**config.mk**
```make
export PLATFORM = sky130hd
export DESIGN_NAME = multicycle_ctrl
export DESIGN_NICKNAME = d
export VERILOG_FILES = /design/src/rtl/multicycle_ctrl.sv
export SDC_FILE = /design/constraint.sdc
export NUM_CORES = 1
export LEC_CHECK = 0
export CORE_ASPECT_RATIO = 1.4
export CORE_UTILIZATION = 47
export CTS_BUF_LIST = sky130_fd_sc_hd__clkbuf_8
export CTS_CLUSTER_SIZE = 16
export DETAILED_ROUTE_END_ITERATION = 7
export HOLD_SLACK_MARGIN = 0.03
export PLACE_DENSITY = 0.83
export SLEW_MARGIN = 20
export SYNTH_ARGS = -nofsm -noshare
export SYNTH_HDL_FRONTEND = slang
export SYNTH_SLANG_ARGS = --single-unit
```
**constraint.sdc**
```tcl
create_clock -name clk -period 2.6 [get_ports clk]
set_input_delay 0.65 -clock clk [delete_from_list [all_inputs] [get_ports clk]]
set_output_delay 0.65 -clock clk [all_outputs]
set_load 0.005 [all_outputs]
```
**src/rtl/multicycle_ctrl.sv**
```systemverilog
// Multicycle fetch/decode/execute/mem/writeback controller with handshake timeout.
// Optional define HALT_ON_RESERVED_EN: reserved class 11 halts instead of retiring as a NOP.
module multicycle_ctrl #(
  parameter logic [15:0] RESET_PC    = 16'h0000,
  parameter logic [7:0]  TIMEOUT_MAX = 8'd255
) (
  input  logic        clk,
  input  logic        rst,
  output logic        imem_req,
  output logic [15:0] imem_addr,
  input  logic        imem_ack,
  input  logic [15:0] imem_rdata,
  output logic [15:0] instr,
  input  logic [1:0]  instr_class,
  input  logic        dec_mem_write,
  input  logic        dec_reg_write,
  input  logic        branch_taken,
  input  logic [15:0] jump_target,
  output logic        dmem_req,
  output logic        dmem_we,
  input  logic        dmem_ack,
  output logic        rf_we,
  output logic [15:0] pc,
  output logic [2:0]  state,
  output logic        halted,
  output logic        fault,
  output logic [15:0] retire_count
);

  localparam int unsigned XLEN   = 16;
  localparam int unsigned WAIT_W = 8;

  typedef enum logic [2:0] {
    S_FETCH   = 3'd0,
    S_DECODE  = 3'd1,
    S_EXECUTE = 3'd2,
    S_MEM     = 3'd3,
    S_WB      = 3'd4,
    S_HALT    = 3'd5
  } state_t;

  state_t            state_q, state_d;
  logic [XLEN-1:0]   pc_q, pc_d;
  logic [XLEN-1:0]   instr_q, instr_d;
  logic [XLEN-1:0]   retire_q, retire_d;
  logic [WAIT_W-1:0] wait_q, wait_d;
  logic              fault_q, fault_d;

  logic              fetch_req, data_req, data_we, wb_we;
  logic [WAIT_W:0]   wait_inc;
  logic              timeout;

  // One more unacked cycle; timeout once the count reaches TIMEOUT_MAX.
  assign wait_inc = (WAIT_W+1)'(wait_q) + (WAIT_W+1)'(1);
  assign timeout  = wait_inc >= (WAIT_W+1)'(TIMEOUT_MAX);

  always_ff @(posedge clk or posedge rst) begin
    if (rst) begin
      state_q  <= S_FETCH;
      pc_q     <= RESET_PC;
      instr_q  <= '0;
      retire_q <= '0;
      wait_q   <= '0;
      fault_q  <= 1'b0;
    end else begin
      state_q  <= state_d;
      pc_q     <= pc_d;
      instr_q  <= instr_d;
      retire_q <= retire_d;
      wait_q   <= wait_d;
      fault_q  <= fault_d;
    end
  end

  always_comb begin
    state_d   = state_q;
    pc_d      = pc_q;
    instr_d   = instr_q;
    retire_d  = retire_q;
    wait_d    = '0;
    fault_d   = fault_q;
    fetch_req = 1'b0;
    data_req  = 1'b0;
    data_we   = 1'b0;
    wb_we     = 1'b0;

    case (state_q)
      S_FETCH: begin
        fetch_req = 1'b1;
        if (imem_ack) begin
          instr_d = imem_rdata;
          pc_d    = pc_q + XLEN'(1);
          state_d = S_DECODE;
        end else if (timeout) begin
          fault_d = 1'b1;
          state_d = S_HALT;
        end else begin
          wait_d = wait_inc[WAIT_W-1:0];
        end
      end

      S_DECODE: state_d = S_EXECUTE;

      S_EXECUTE: begin
        case (instr_class)
          2'b00: state_d = S_MEM;
          2'b01: state_d = S_WB;
          2'b10: begin
            if (branch_taken) pc_d = jump_target;
            retire_d = retire_q + XLEN'(1);
            state_d  = S_FETCH;
          end
          default: begin
`ifdef HALT_ON_RESERVED_EN
            state_d = S_HALT;
`else
            retire_d = retire_q + XLEN'(1);
            state_d  = S_FETCH;
`endif
          end
        endcase
      end

      S_MEM: begin
        data_req = 1'b1;
        data_we  = dec_mem_write;
        if (dmem_ack) begin
          if (dec_mem_write) begin
            retire_d = retire_q + XLEN'(1);
            state_d  = S_FETCH;
          end else begin
            state_d = S_WB;
          end
        end else if (timeout) begin
          fault_d = 1'b1;
          state_d = S_HALT;
        end else begin
          wait_d = wait_inc[WAIT_W-1:0];
        end
      end

      S_WB: begin
        wb_we    = dec_reg_write;
        retire_d = retire_q + XLEN'(1);
        state_d  = S_FETCH;
      end

      S_HALT: state_d = S_HALT;

      default: state_d = S_HALT;
    endcase
  end

  // Strobes are suppressed while reset is held so in-flight requests drop at once.
  assign imem_req     = fetch_req & ~rst;
  assign dmem_req     = data_req & ~rst;
  assign dmem_we      = data_we & ~rst;
  assign rf_we        = wb_we & ~rst;
  assign imem_addr    = pc_q;
  assign pc           = pc_q;
  assign instr        = instr_q;
  assign retire_count = retire_q;
  assign fault        = fault_q;
  assign state        = state_q;
  assign halted       = (state_q == S_HALT);

endmodule

```
==> results of run 1 <==
synth_stat cells, types with 2 or more instances:
library cell	count	share of area
o22ai_1	4	0.0077
buf_2	8	0.012
buf_4	16	0.037
a31oi_1	7	0.013
and2_1	3	0.0058
nand3b_1	2	0.0046
nand3_1	15	0.023
inv_1	8	0.0092
a21oi_1	25	0.038
nor3_1	8	0.012
xnor2_1	14	0.038
o21ai_2	2	0.0054
and4_1	4	0.011
or3_1	3	0.0058
xor2_1	5	0.013
dfrtp_1	60	0.46
nor4_1	2	0.0038
nor2_1	34	0.039
clkbuf_1	7	0.0081
ha_1	4	0.015
o22a_1	3	0.0081
nand4_1	13	0.025
mux2_2	16	0.055
a2bb2oi_1	4	0.011
o21a_1	3	0.0069
o21ai_0	10	0.015
nand2b_1	3	0.0058
and3_1	6	0.012
nor2b_1	2	0.0038
nand2_1	26	0.030
o21bai_1	2	0.0046
how the worst max path moves through the flow:
| stage | from | endpoint | slack (ns) | cells after the start |
|---|---|---|---|---|
| floorplan | rst | fault | 0.47 | 1 |
| global placement | rst | dmem_we | -0.006 | 4 |
| detailed placement | rst | dmem_we | -0.05 | 4 |
| CTS | rst | dmem_we | 0.04 | 4 |
| global route | state[0] | dmem_we | 0.007 | 4 |
| finish | dec_mem_write | dmem_we | 0.13 | 3 |
placed cells by master (no fill, tap or decap), types with 10 or more instances in the layout:
master	synthesis	routed
a21oi_1	25	25
clkbuf_8	0	10
clkdlybuf4s50_1	0	112
dfrtp_1	60	60
mux2_2	16	16
nand2_1	26	26
nand3_1	15	15
nand4_1	13	13
nor2_1	34	34
o21ai_0	10	10
xnor2_1	14	14
routing by layer:
| layer | track usage | up-vias | wire length [um] |
|---|---|---|---|
| li1 | - | 1390 | - |
| met1 | 0.284 | 1426 | 3330 |
| met2 | 0.401 | 75 | 4140 |
| met3 | 0.0500 | 15 | 266 |
| met4 | 0.0830 | 0 | 184 |
| met5 | 0 | - | 0 |
through the flow:
step / setup TNS (ns) / setup slack (ns) / std cells
5_1_grt: 0 / 0.00704 / 534
3_3_place_gp: -0.00581 / -0.00581 / 518
6_report: 0 / 0.129 / 534
4_1_cts: 0 / 0.0388 / 534
3_5_place_dp: -0.0525 / -0.0525 / 518
2_1_floorplan: 0 / 0.465 / 336
final cells by class:
type / count / area [um^2]
fill: 542 / 2040
multi-input combinational: 236 / 1540
sequential: 60 / 1500
timing repair buffer: 122 / 1210
clock buffer: 10 / 138
tap: 92 / 115
clock inverter: 6 / 78.8
inverter: 8 / 30.0
critical path, delay by kind of cell:
| kind | cells | cell delay, ns |
|---|---|---|
| and+or+nand+nor | 1 | 0.14 |
| buffers and inverters | 2 | 1.03 |
logic make-up after synthesis:
kind of cell | Yosys count | synth area share
buf+inv | 40 | 0.0699
mux | 16 | 0.0553
xor+xnor | 19 | 0.0511
fa+ha+maj | 4 | 0.0154
simple gates | 129 | 0.209
compound gates | 68 | 0.139
flops | 60 | 0.461
timing repair:
action,CTS,global route
gates cloned,0,0
endpoints found under the setup margin,1,3
gates resized for setup,1,1
pin swaps,1,0
registers in the layout, summed over array words and instances (netlist names):
signal / cells
fault: 1
imem_addr: 16
wait_q: 8
retire_count: 16
state: 3
instr: 16
where the power goes:
part / internal (mW) / switching, mW
Clock: 0.557 / 0.356
Combinational: 1.34 / 0.933
Sequential: 1.26 / 0.391
==> flow_metrics.env, run 1 <==
export IMPL_outcome="finished, final reports clean"
export IMPL_timing_setup_critical_path_class="input port to output pin"
export IMPL_antenna_found_initial=0
export IMPL_crit_path_frequent_cell="clkdlybuf4s50_1"
export IMPL_post_route_cells_drive_above_1_share=0.120
export IMPL_ys_flop_type="dfrtp_1"
export IMPL_regToRegStartpoint="state[0]"
export IMPL_placement_io_buffers=113
export IMPL_timing_critical_path_from_type="input port"
export IMPL_hold_path_endpoint="fault"
export IMPL_finish_instance_area_um2=4610
export IMPL_vias_per_cell=5.44
export IMPL_finish_utilization=0.693
export IMPL_min_delay_path_class="flip-flop to flip-flop"
export IMPL_netlist_area_um2=3260
export IMPL_numClockSinks=60
export IMPL_synthesized_instance_count=336
export IMPL_start_util=0.490
export IMPL_routed_wl_um=7920
export IMPL_crit_path_max_fanout=4
export IMPL_drt_pre_antenna_iters=5
export IMPL_grt_pass1_vias=2807
export IMPL_hold_viol=0
export IMPL_worst_ir_drop_vdd_uv=594
export IMPL_fp_dieH_um=101
export IMPL_delay_of_the_slowest_critical_path_stage_ns=0.54
export IMPL_antenna_left=0
export IMPL_core_rowCount=35
export IMPL_overflow=0
export IMPL_fp_dieW_um=72.4
export IMPL_yosys_cell_types_count=48
export IMPL_final_max_slew_violation_count=0
export IMPL_min_delay_path_depth=1
export IMPL_power_static_leakage_nw=1.89
export IMPL_hold_worst_slack_ns=0.466
export IMPL_num_antenna_cells=0
export IMPL_worst_r2r_endpoint="retire_count[10]"
export IMPL_fmax_mhz=405
export IMPL_cts_root_buffer_cell="clkbuf_8"
export IMPL_die_area_um2=7280
export IMPL_max_cap_violations=0
export IMPL_wire_per_inst_um=14.8
export IMPL_cts_setup_buffers=0
export IMPL_gr_usage_all_layers=0.233
export IMPL_standard_cell_with_the_maximum_stage_delay_on_the_critical_path="clkdlybuf4s50_1"
export IMPL_via_count=2906
export IMPL_cts_root_to_sink_buffers=2
export IMPL_hpwl_um=5780
export IMPL_max_slew_worst_pin_slew_ns=0.583
export IMPL_htree_num_levels=3
export IMPL_reg2reg_slack_ns=0.62
export IMPL_cts_inserted_buffers=9
export IMPL_unrepaired_setup_endpoints_after_global_routing="no"
export IMPL_detailedRoute_firstIterationViolations=124
export IMPL_synth_yosys_warnings=0
export IMPL_yosysSeqAreaShare=0.461
export IMPL_post_route_period_util=0.951
export IMPL_synth_seq_cells=60
export IMPL_setup_viol_count_final=0
export IMPL_critPathArrivalTime_ns=1.82
export IMPL_largest_net_degree_at_the_start_of_global_routing=61
export IMPL_clk_pin_slew_worst_paths_ns=0.07
export IMPL_final_nets=482
export IMPL_finalWorstPathRequiredPeriod_ns=2.47
export IMPL_cp_end_kind="output pin"
export IMPL_placed_cell_area_um2=4390
export IMPL_fp_coreArea_um2=6660
export IMPL_area_growth_pct=41.5
export IMPL_routabilityCongestion=0.813
export IMPL_synth_fp_nets=381
export IMPL_clock_tree_from_tritoncts="yes"
export IMPL_clkLatencyLatePin_ns=0.33
export IMPL_avgSynthCellArea_um2=9.70
export IMPL_global_route_wire_length_before_repair_um=13200
export IMPL_slew_headroom=0.606
export IMPL_crit_chain="clkdlybuf4s50_1 -> and2_1 -> clkdlybuf4s50_1"
export IMPL_post_cts_hold_buffer_count=0
export IMPL_power_per_cell_area_nw_per_um2=1050
export IMPL_number_of_flops_mapped_to_enable_cells_by_yosys=0
export IMPL_drcViolationCount=0
export IMPL_critical_path_required_ns=1.95
export IMPL_worstHoldStart="fault"
export IMPL_report_power_total_mw=4.84
export IMPL_worst_r2r_cell_count=6
export IMPL_synth_async_sr_flop_share=1.00
export IMPL_ios=114
export IMPL_finClkSkew_ns=0.00469
Note: power is estimated with default switching activity, not from simulation.
==> run 2, diff against run 1 <==
--- a/config.mk
+++ b/config.mk
@@ -10,7 +10,7 @@
 export CTS_BUF_LIST = sky130_fd_sc_hd__clkbuf_8
 export CTS_CLUSTER_SIZE = 16
 export DETAILED_ROUTE_END_ITERATION = 7
-export HOLD_SLACK_MARGIN = 0.03
+export HOLD_SLACK_MARGIN = 0.12
 export PLACE_DENSITY = 0.83
 export SLEW_MARGIN = 20
 export SYNTH_ARGS = -nofsm -noshare
==> results of run 2 <==
No change in the layout: final DEF, timing and power equal those of run 1.
==> run 3, diff against run 2 <==
--- a/config.mk
+++ b/config.mk
@@ -11,6 +11,7 @@
 export CTS_CLUSTER_SIZE = 16
 export DETAILED_ROUTE_END_ITERATION = 7
 export HOLD_SLACK_MARGIN = 0.12
+export MAX_ROUTING_LAYER = met4
 export PLACE_DENSITY = 0.83
 export SLEW_MARGIN = 20
 export SYNTH_ARGS = -nofsm -noshare
==> flow_metrics.env, run 3 (synthesis gave the netlist of run 1 again) <==
export IMPL_antenna_left=0
export IMPL_grt_pass1_vias=2814
export IMPL_finalWorstSetupSlack_ns=0.119
export IMPL_min_delay_path_class="flip-flop to flip-flop"
export IMPL_placement_io_buffers=113
export IMPL_multi_input_comb_area_um2=1540
export IMPL_drcViolationCount=0
export IMPL_antenna_found_initial=0
export IMPL_crit_path_frequent_cell="clkdlybuf4s50_1"
export IMPL_core_rowCount=35
export IMPL_detail_route_wirelength_met1_um=3270
export IMPL_post_route_cells_drive_above_1_share=0.120
export IMPL_htree_num_levels=3
export IMPL_critical_path_startpoint="dec_mem_write"
export IMPL_setup_viol_count_final=0
export IMPL_clkLatencyLatePin_ns=0.33
export IMPL_finalWorstPathRequiredPeriod_ns=2.48
export IMPL_fp_dieW_um=72.4
export IMPL_slew_headroom=0.606
export IMPL_drt_pre_antenna_iters=4
export IMPL_routed_wl_um=7900
export IMPL_worst_r2r_cell_count=6
export IMPL_pre_cts_ws_ns=-0.0525
export IMPL_post_route_period_util=0.954
export IMPL_final_cells=534
export IMPL_die_area_um2=7280
export IMPL_gr_usage_all_layers=0.239
export IMPL_cts_setup_buffers=0
export IMPL_regToRegStartpoint="state[0]"
export IMPL_crit_chain="clkdlybuf4s50_1 -> and2_1 -> clkdlybuf4s50_1"
export IMPL_detailedRoute_firstIterationViolations=131
export IMPL_layout_cells_most_common_list="clkdlybuf4s50_1, dfrtp_1, nor2_1"
export IMPL_place_inst=518
export IMPL_fp_dieH_um=101
export IMPL_final_nets=482
export IMPL_fmax_mhz=403
export IMPL_power_per_cell_area_nw_per_um2=1050
export IMPL_timing_critical_path_to="dmem_we"
export IMPL_standard_cell_with_the_maximum_stage_delay_on_the_critical_path="clkdlybuf4s50_1"
export IMPL_numClockSinks=60
export IMPL_largest_net_degree_at_the_start_of_global_routing=61
export IMPL_outcome="finished, final reports clean"
export IMPL_fp_coreArea_um2=6660
export IMPL_unrepaired_setup_endpoints_after_global_routing="no"
export IMPL_crit_path_max_fanout=4
export IMPL_finClkSkew_ns=0.00470
export IMPL_worst_ir_drop_vdd_uv=592
export IMPL_wire_per_inst_um=14.8
export IMPL_fillerInstances=542
export IMPL_clk_pin_slew_worst_paths_ns=0.07
export IMPL_worstHoldStart="fault"
export IMPL_delay_of_the_slowest_critical_path_stage_ns=0.54
export IMPL_dr_wl_met2_um=4160
export IMPL_area_growth_pct=41.5
export IMPL_ios=114
export IMPL_fin_setup_tns_ns=0
export IMPL_hold_viol=0
export IMPL_hpwl_um=5780
export IMPL_max_cap_violations=0
export IMPL_power_static_leakage_nw=1.89
export IMPL_mostFrequentLayoutCell="clkdlybuf4s50_1"
export IMPL_vias_per_cell=5.46
export IMPL_num_antenna_cells=0
export IMPL_critPathArrivalTime_ns=1.83
export IMPL_routabilityCongestion=0.825
export IMPL_global_route_wire_length_before_repair_um=13200
export IMPL_max_slew_worst_pin_slew_ns=0.583
export IMPL_start_util=0.490
export IMPL_route_met3_wl_um=284
export IMPL_reg2reg_slack_ns=0.63
export IMPL_timing_critical_path_from_type="input port"
export IMPL_cp_end_kind="output pin"
export IMPL_final_max_slew_violation_count=0
export IMPL_area_sequential_um2=1500
export IMPL_critical_path_required_ns=1.95
export IMPL_post_cts_hold_buffer_count=0
export IMPL_overflow=0
export IMPL_worst_r2r_endpoint="retire_count[10]"
export IMPL_clock_tree_from_tritoncts="yes"
export IMPL_timing_setup_critical_path_class="input port to output pin"
export IMPL_cts_root_buffer_cell="clkbuf_8"
export IMPL_cts_root_to_sink_buffers=2
export IMPL_cts_inserted_buffers=9
export IMPL_via_count=2914
export IMPL_finish_utilization=0.693
export IMPL_topmost_layer_with_routed_signal_wires="met4"
-- run 3: layout make-up --
cell class,count,share of cell area
Tap cell,92,0.0250
Multi-Input combinational cell,236,0.333
Inverter,8,0.00651
Sequential cell,60,0.326
Timing Repair Buffer,122,0.263
Clock buffer,10,0.0298
Clock inverter,6,0.0171
-- run 3: worst max-delay path: cells and delay by family --
family,cells,cell delay (ns)
buffers and inverters,2,1.03
and+or+nand+nor,1,0.15
-- run 3: how the worst min path moves through the flow --
| stage | end | slack [ns] | depth (start not counted) |
|---|---|---|---|
| CTS | fault | 0.47 | 1 |
| finish | fault | 0.47 | 1 |
| floorplan | fault | 0.45 | 1 |
| detailed placement | fault | 0.45 | 1 |
| global placement | fault | 0.45 | 1 |
| global route | fault | 0.48 | 1 |
-- run 3: report_power, final --
part / internal (mW) / switching [mW]
sequential: 1.26 / 0.392
clock: 0.557 / 0.354
combinational: 1.34 / 0.933
total: 3.16 / 1.68
-- run 3: timing repair --
item,4_1_cts,5_1_grt
pin swaps,1,0
setup endpoints to repair,1,3
resized for setup,1,1
-- run 3: metrics by stage --
step	total power [mW]	area [um^2]	hold slack (ns)
2_1_floorplan	2.86	3260	0.451
3_3_place_gp	3.87	4390	0.452
6_report	4.84	4610	0.466
5_1_grt	5.19	4610	0.483
3_5_place_dp	3.94	4390	0.447
4_1_cts	4.88	4610	0.474
-- run 3: metal layers --
layer,global-route usage,vias up
li1,-,1391
met1,0.283,1421
met2,0.403,87
met3,0.0490,15
met4,0.0830,0
met5,-,-
